`src/rtl/memory_access_module_pkg.sv`:
```
// lc3b_types: shared LC-3b word, control-word and MEM-stage state types.
package lc3b_types;

    typedef logic [15:0] lc3b_word;

    typedef struct packed {
        logic dmem_read;
        logic dmem_write;
        logic mem_indirect;
        logic mem_byte;
        logic load_regfile;
    } lc3b_control;

    typedef enum logic [1:0] {IDLE, IND_READ, ACCESS} lc3b_mem_state;

    function automatic lc3b_word word_align(input lc3b_word a);
        return {a[15:1], 1'b0};
    endfunction

endpackage

```
`src/rtl/memory_access_module_mem_align.sv`:
```
// mem_align: byte-lane steering for data-memory requests and load extraction.
module mem_align
    import lc3b_types::*;
(
    input  lc3b_word   base_addr_i,
    input  logic       byte_i,
    input  lc3b_word   store_data_i,
    input  lc3b_word   rdata_i,
    output lc3b_word   addr_o,
    output logic [1:0] byte_enable_o,
    output lc3b_word   wdata_o,
    output lc3b_word   load_data_o
);
    logic [7:0] lane;

    assign lane          = base_addr_i[0] ? rdata_i[15:8] : rdata_i[7:0];
    assign addr_o        = byte_i ? base_addr_i : word_align(base_addr_i);
    assign byte_enable_o = byte_i ? (base_addr_i[0] ? 2'b10 : 2'b01) : 2'b11;
    assign wdata_o       = byte_i ? {store_data_i[7:0], store_data_i[7:0]} : store_data_i;
    assign load_data_o   = byte_i ? {{8{lane[7]}}, lane} : rdata_i;
endmodule

```
`src/rtl/memory_access_module.sv`:
```
// memory_access_module: LC-3b MEM stage running the data-memory handshake,
// stalling the front of the pipe and loading the MEM/WB register.
module memory_access_module
    import lc3b_types::*;
(
    input  logic        clk,
    input  logic        reset,
    input  logic        valid_in,
    input  lc3b_word    alu_in,
    input  lc3b_word    store_data_in,
    input  lc3b_word    curr_ir_in,
    input  lc3b_word    curr_pc_in,
    input  lc3b_control control_word_in,
    input  logic        dmem_resp,
    input  lc3b_word    dmem_rdata,
    output logic        dmem_read,
    output logic        dmem_write,
    output lc3b_word    dmem_address,
    output lc3b_word    dmem_wdata,
    output logic [1:0]  dmem_byte_enable,
    output logic        mem_stall,
    output logic        wb_valid,
    output lc3b_word    wb_ir,
    output lc3b_word    wb_pc,
    output lc3b_control wb_control,
    output lc3b_word    wb_alu,
    output lc3b_word    wb_mem_data,
    output logic [2:0]  MEM_WB_dest,
    output lc3b_word    MEM_WB_val,
    output logic        MEM_WB_regwrite
);
    lc3b_mem_state state_q, state_d;
    lc3b_word      ptr_q, ptr_d, mem_data_d;
    lc3b_word      base_addr, acc_addr, acc_wdata, load_data;
    logic [1:0]    acc_be;
    logic          memop, wb_load;
    logic          wb_valid_q;
    lc3b_word      wb_ir_q, wb_pc_q, wb_alu_q, wb_mem_data_q;
    lc3b_control   wb_control_q;

    assign memop     = valid_in & (control_word_in.dmem_read | control_word_in.dmem_write);
    assign base_addr = control_word_in.mem_indirect ? ptr_q : alu_in;

    mem_align u_align (
        .base_addr_i  (base_addr),
        .byte_i       (control_word_in.mem_byte),
        .store_data_i (store_data_in),
        .rdata_i      (dmem_rdata),
        .addr_o       (acc_addr),
        .byte_enable_o(acc_be),
        .wdata_o      (acc_wdata),
        .load_data_o  (load_data)
    );

    always_comb begin
        state_d          = state_q;
        ptr_d            = ptr_q;
        wb_load          = 1'b0;
        mem_data_d       = '0;
        dmem_read        = 1'b0;
        dmem_write       = 1'b0;
        dmem_address     = '0;
        dmem_wdata       = '0;
        dmem_byte_enable = '0;
        mem_stall        = 1'b0;
        case (state_q)
            IDLE: begin
                mem_stall = memop;
                wb_load   = ~memop;
                state_d   = ~memop ? IDLE : (control_word_in.mem_indirect ? IND_READ : ACCESS);
            end
            IND_READ: begin
                mem_stall        = 1'b1;
                dmem_read        = 1'b1;
                dmem_address     = word_align(alu_in);
                dmem_byte_enable = 2'b11;
                ptr_d            = dmem_resp ? dmem_rdata : ptr_q;
                state_d          = dmem_resp ? ACCESS : IND_READ;
            end
            ACCESS: begin
                dmem_read        = control_word_in.dmem_read;
                dmem_write       = control_word_in.dmem_write;
                dmem_address     = acc_addr;
                dmem_wdata       = acc_wdata;
                dmem_byte_enable = acc_be;
                mem_stall        = ~dmem_resp;
                wb_load          = dmem_resp;
                mem_data_d       = load_data;
                state_d          = dmem_resp ? IDLE : ACCESS;
            end
            default: state_d = IDLE;
        endcase
    end

    always_ff @(posedge clk) begin
        if (reset) begin
            state_q       <= IDLE;
            ptr_q         <= '0;
            wb_valid_q    <= 1'b0;
            wb_ir_q       <= '0;
            wb_pc_q       <= '0;
            wb_control_q  <= '0;
            wb_alu_q      <= '0;
            wb_mem_data_q <= '0;
        end else begin
            state_q <= state_d;
            ptr_q   <= ptr_d;
            if (wb_load) begin
                wb_valid_q    <= valid_in;
                wb_ir_q       <= curr_ir_in;
                wb_pc_q       <= curr_pc_in;
                wb_control_q  <= control_word_in;
                wb_alu_q      <= alu_in;
                wb_mem_data_q <= mem_data_d;
            end
        end
    end

    assign wb_valid        = wb_valid_q;
    assign wb_ir           = wb_ir_q;
    assign wb_pc           = wb_pc_q;
    assign wb_control      = wb_control_q;
    assign wb_alu          = wb_alu_q;
    assign wb_mem_data     = wb_mem_data_q;
    assign MEM_WB_dest     = wb_ir_q[11:9];
    assign MEM_WB_val      = wb_control_q.dmem_read ? wb_mem_data_q : wb_alu_q;
    assign MEM_WB_regwrite = wb_valid_q & wb_control_q.load_regfile;
endmodule
```
`config.mk`:
```
export PLATFORM = sky130hd
export DESIGN_NAME = memory_access_module
export DESIGN_NICKNAME = d
export VERILOG_FILES = /design/src/rtl/memory_access_module_pkg.sv /design/src/rtl/memory_access_module_mem_align.sv /design/src/rtl/memory_access_module.sv
export SDC_FILE = /design/constraint.sdc
export NUM_CORES = 1
export LEC_CHECK = 0
export ABC_AREA = 1
export CAP_MARGIN = 20
export CORE_ASPECT_RATIO = 1.5
export CORE_UTILIZATION = 30
export CTS_BUF_LIST = sky130_fd_sc_hd__clkbuf_4
export DETAILED_ROUTE_END_ITERATION = 8
export HOLD_SLACK_MARGIN = 0.03
export MAX_ROUTING_LAYER = met4
export PLACE_DENSITY = 0.62
export REMOVE_ABC_BUFFERS = 1
export SLEW_MARGIN = 20
export SYNTH_ARGS = -nofsm -noshare
export SYNTH_HDL_FRONTEND = slang
export SYNTH_SLANG_ARGS = --single-unit
```
`constraint.sdc`:
```
create_clock -name clk -period 1.86 [get_ports clk]
set_input_delay 0.372 -clock clk [delete_from_list [all_inputs] [get_ports clk]]
set_output_delay 0.372 -clock clk [all_outputs]
set_load 0.01 [all_outputs]
```
==> impl_metrics.csv <==
group,metric,value,unit
setup_path,crit_type,"flip-flop to output port",
setup_path,critical_path.startpoint_type,"flip-flop",
drt,wirelength,15.66,mm
placement,place_congestion,0.8807,
finish,design_area,7192,sq um
setup_path,critPathCaptureType,"output port",
grt,antenna_found_initial,1,
cts,cts_num_sinks,88,
cts,clk_transition_reported_paths,0.15,ns
die,start_util,30.67,%
sta,timing_max_transition_violations_final,0,
worst_hold_path,worstHoldEndpoint,"wb_control[2]",
die,die_height,145.7,microns
sta,post-route-period-util,120.5,%
job,maxCapViolations,0,
grt,grt_use_total,22.33,%
die,core_region_area,13470,sq um
grt,maximum_number_of_pins_on_one_net_before_global_route_repair,51,
synthesis,post_synth_instance_area,4130,sq um
drt,route.detailed.vias_per_inst,4.818,
placement,placedCellCount,985,
drt,met2_wire_length,8.240,mm
placement,post_dp_hpwl,11.24,mm
synthesis,synth.lib_cells_used.distinct,26,
drt,overall_via_count_from_detail_route,4890,
drt,drt-met1-wl,6.032,mm
setup_path,worstPathMaxFanout,5,
sta,timing.final.ws_setup,-0.3820,ns
setup_path,critical_path_required,1.49,ns
cts,worst_skew_pair.late_latency,0.44,ns
worst_hold_path,holdPathStages,3,
sta,hold-worst-slack,0.4721,ns
power_and_ir_drop,pwr_density_cell,717.6,nW/um^2
die,top_level_ports,216,
grt,grt_pass1_wl,24.55,mm
drt,route.antenna.remaining_nets,0,
drt,met3_length,873,microns
cts,ctsRootBufferMaster,"sky130_fd_sc_hd__clkbuf_4",
synthesis,synthesis.area_per_instance,6.965,sq um
drt,drt_iter0_markers,257,
power_and_ir_drop,peakVddDrop,373.6,uV
sta,hold_violations,0,
sta,worst_slew_margin_rel,77.89,%
die,floorplan.rows,52,
drt,drt-pass1-iter-count,9,
setup_path,setup_slack_on_the_worst_flop_to_flop_path,0.28,ns
drt,drt_drc_violations_left,28,
worst_hold_path,worst_hold_path_type,"input pin to flip-flop",
synthesis,post_synth_inst_count,593,
finish,area.growth.synth_to_final,74.13,%
die,die_width,97.81,microns
sta,period_needed,2.242,ns
drt,post_drt_wl_per_cell,15.43,microns
cts,h-tree-depth,3,
setup_path,rr_worst_depth,9,
setup_path,r2r-end,"wb_alu[4]",
finish,drive_above_1_share,22.77,%
finish,layout.nets,940,
drt,uppermost_signal_routing_layer_after_detailed_routing,"met4",
status,outcome,"complete, but fails checks",
die,floorplan.die_area,14250,sq um
sta,final.setup.tns,-10.35,ns
placement,dpl_cell_area,6773,sq um
synthesis,synth_warnings,0,
synthesis,ys_seq_area_share,42.65,%
status,failing_checks,"design-rule violations, negative setup slack",
cts,clock_path_buffers,2,
grt,grt_overflow,0,
synthesis,ys_seq_elements,88,
worst_hold_path,hold_path_startpoint,"control_word_in[2]",
sta,setup_viol,41,
cts,tritoncts_clock_tree,"done",
setup_path,timing.rr.start,"state_q[1]",
grt,vias_in_the_first_global_route,4881,
setup_path,critPathArrivalTime,1.87,ns
sta,worst_clock_skew,0.009090,ns
sta,max_slew.worst_pin.slew,0.3317,ns
finish,final_cell_count_no_fill,1015,
power_and_ir_drop,p_leak,3.152,nW
cts,total_cts_buffers,9,
placement,number_of_buffers_inserted_by_port_buffering,215,
sta,max_freq,0.4460,GHz
sta,setup_repair_after_global_routing_missed_its_margin,"yes",
## cell type report
class                   instances  area [sq um]
clock buffers                   9         67.56
diodes                          1         2.502
inverters                      44         175.2
flip-flops and latches         88          1775
repair buffers                284          2746
well taps                     162         202.7
clock inverters                 7         71.32
fillers                      1276          6276
multi-input cells             420          2151
## how the worst max path moves through the flow
stage               depth (start not counted)  slack, ns         endpoint                from
floorplan                                   7      -0.56       wb_alu[11]          state_q[0]
finish                                     10      -0.38  dmem_address[6]          state_q[1]
CTS                                        10      -0.37  dmem_address[8]          state_q[1]
detailed placement                          7      -0.67  dmem_address[8]  control_word_in[2]
global route                                9      -0.49  dmem_address[4]          state_q[1]
global placement                            7      -0.66  dmem_address[8]  control_word_in[2]
## timing repair
item,4_1_cts,5_1_grt
setup endpoints to repair,55,57
hold buffers,0,0
buffers inserted,7,7
resized for setup,230,55
pin swaps,3,9
cloned,1,2
## cell families (layout without fill, tap and decap cells)
family | after synthesis | in the layout | synth area share (%)
buffers and inverters | 85 | 344 | 9.937
other | 0 | 1 | 0
and+or+nand+nor | 269 | 269 | 26.23
AOI/OAI and AO/OA | 140 | 140 | 18.06
DFF | 88 | 88 | 42.65
adders and majority gates | 4 | 4 | 1.212
muxes | 7 | 7 | 1.909
## cells in the final DEF (no fill, tap or decap), drive strengths merged, types with 2 or more instances in the layout
cell	count
nor2	198
clkdlybuf4s50	158
buf	105
dfxtp	88
o21ai	88
inv	44
nand2	41
a21oi	37
nand3	20
a22oi	15
clkdlybuf4s15	13
clkbuf	12
nand4	8
mux2	7
clkinv	5
ha	4
dlygate4sd2	3
dlymetal6s2s	2
## registers in the layout (all words and copies together) (netlist names)
name	flops
wb_ir	16
wb_alu	16
wb_valid	1
wb_mem_data	16
state_q	2
ptr_q	16
wb_pc	16
wb_control	5
## power breakdown
| group | switching [mW] | internal [mW] |
|---|---|---|
| Clock | 0.689 | 0.413 |
| Sequential | 0.124 | 2.07 |
| Combinational | 0.870 | 0.991 |
## stage by stage
step / setup WS, ns / power (mW) / util (%)
6_report: -0.3820 / 5.161 / 53.40
3_3_place_gp: -0.6627 / 3.941 / 50.29
3_5_place_dp: -0.6750 / 3.966 / 50.29
5_1_grt: -0.4871 / 5.459 / 53.40
2_1_floorplan: -0.5552 / 2.856 / -
4_1_cts: -0.3739 / 5.132 / 52.31
## Yosys cell counts
master,number,share of area (%)
sky130_fd_sc_hd__nand2_2,2,0.30
sky130_fd_sc_hd__buf_12,1,0.48
sky130_fd_sc_hd__inv_1,41,3.7
sky130_fd_sc_hd__mux2_2,7,1.9
sky130_fd_sc_hd__ha_1,4,1.2
sky130_fd_sc_hd__inv_2,2,0.18
sky130_fd_sc_hd__buf_8,3,1.1
sky130_fd_sc_hd__nand4_1,8,1.2
sky130_fd_sc_hd__o21ai_0,65,7.9
sky130_fd_sc_hd__clkbuf_1,13,1.2
sky130_fd_sc_hd__nor3_1,1,0.12
sky130_fd_sc_hd__nor2_1,198,18
sky130_fd_sc_hd__buf_1,1,0.091
sky130_fd_sc_hd__buf_2,18,2.2
sky130_fd_sc_hd__nand2_4,2,0.55
sky130_fd_sc_hd__a22oi_1,15,2.7
sky130_fd_sc_hd__nand2_1,37,3.4
sky130_fd_sc_hd__a21oi_1,37,4.5
sky130_fd_sc_hd__nand3_1,19,2.3
sky130_fd_sc_hd__o21ai_1,21,2.5
sky130_fd_sc_hd__o21ai_2,2,0.42
sky130_fd_sc_hd__buf_4,5,0.91
sky130_fd_sc_hd__clkinv_1,1,0.091
sky130_fd_sc_hd__or2_2,1,0.15
sky130_fd_sc_hd__dfxtp_1,88,43
sky130_fd_sc_hd__nand3_2,1,0.24
## layer usage
metal / up-vias / GRT usage (%)
met1: 2255 / 23.84
met5: - / -
met3: 31 / 4.179
li1: 2425 / -
met4: 0 / 9.848
met2: 179 / 39.79
## critical path: stages (launching register included)
cell and delay [ns]:
sky130_fd_sc_hd__dfxtp_4 0.40, sky130_fd_sc_hd__inv_2 0.04, sky130_fd_sc_hd__buf_6 0.11, sky130_fd_sc_hd__ha_4 0.16, sky130_fd_sc_hd__inv_4 0.06, sky130_fd_sc_hd__o21ai_4 0.06
sky130_fd_sc_hd__buf_6 0.13, sky130_fd_sc_hd__buf_6 0.13, sky130_fd_sc_hd__a22oi_2 0.14, sky130_fd_sc_hd__nor2_1 0.07, sky130_fd_sc_hd__buf_2 0.14
Note: power is estimated with default switching activity, not from simulation.
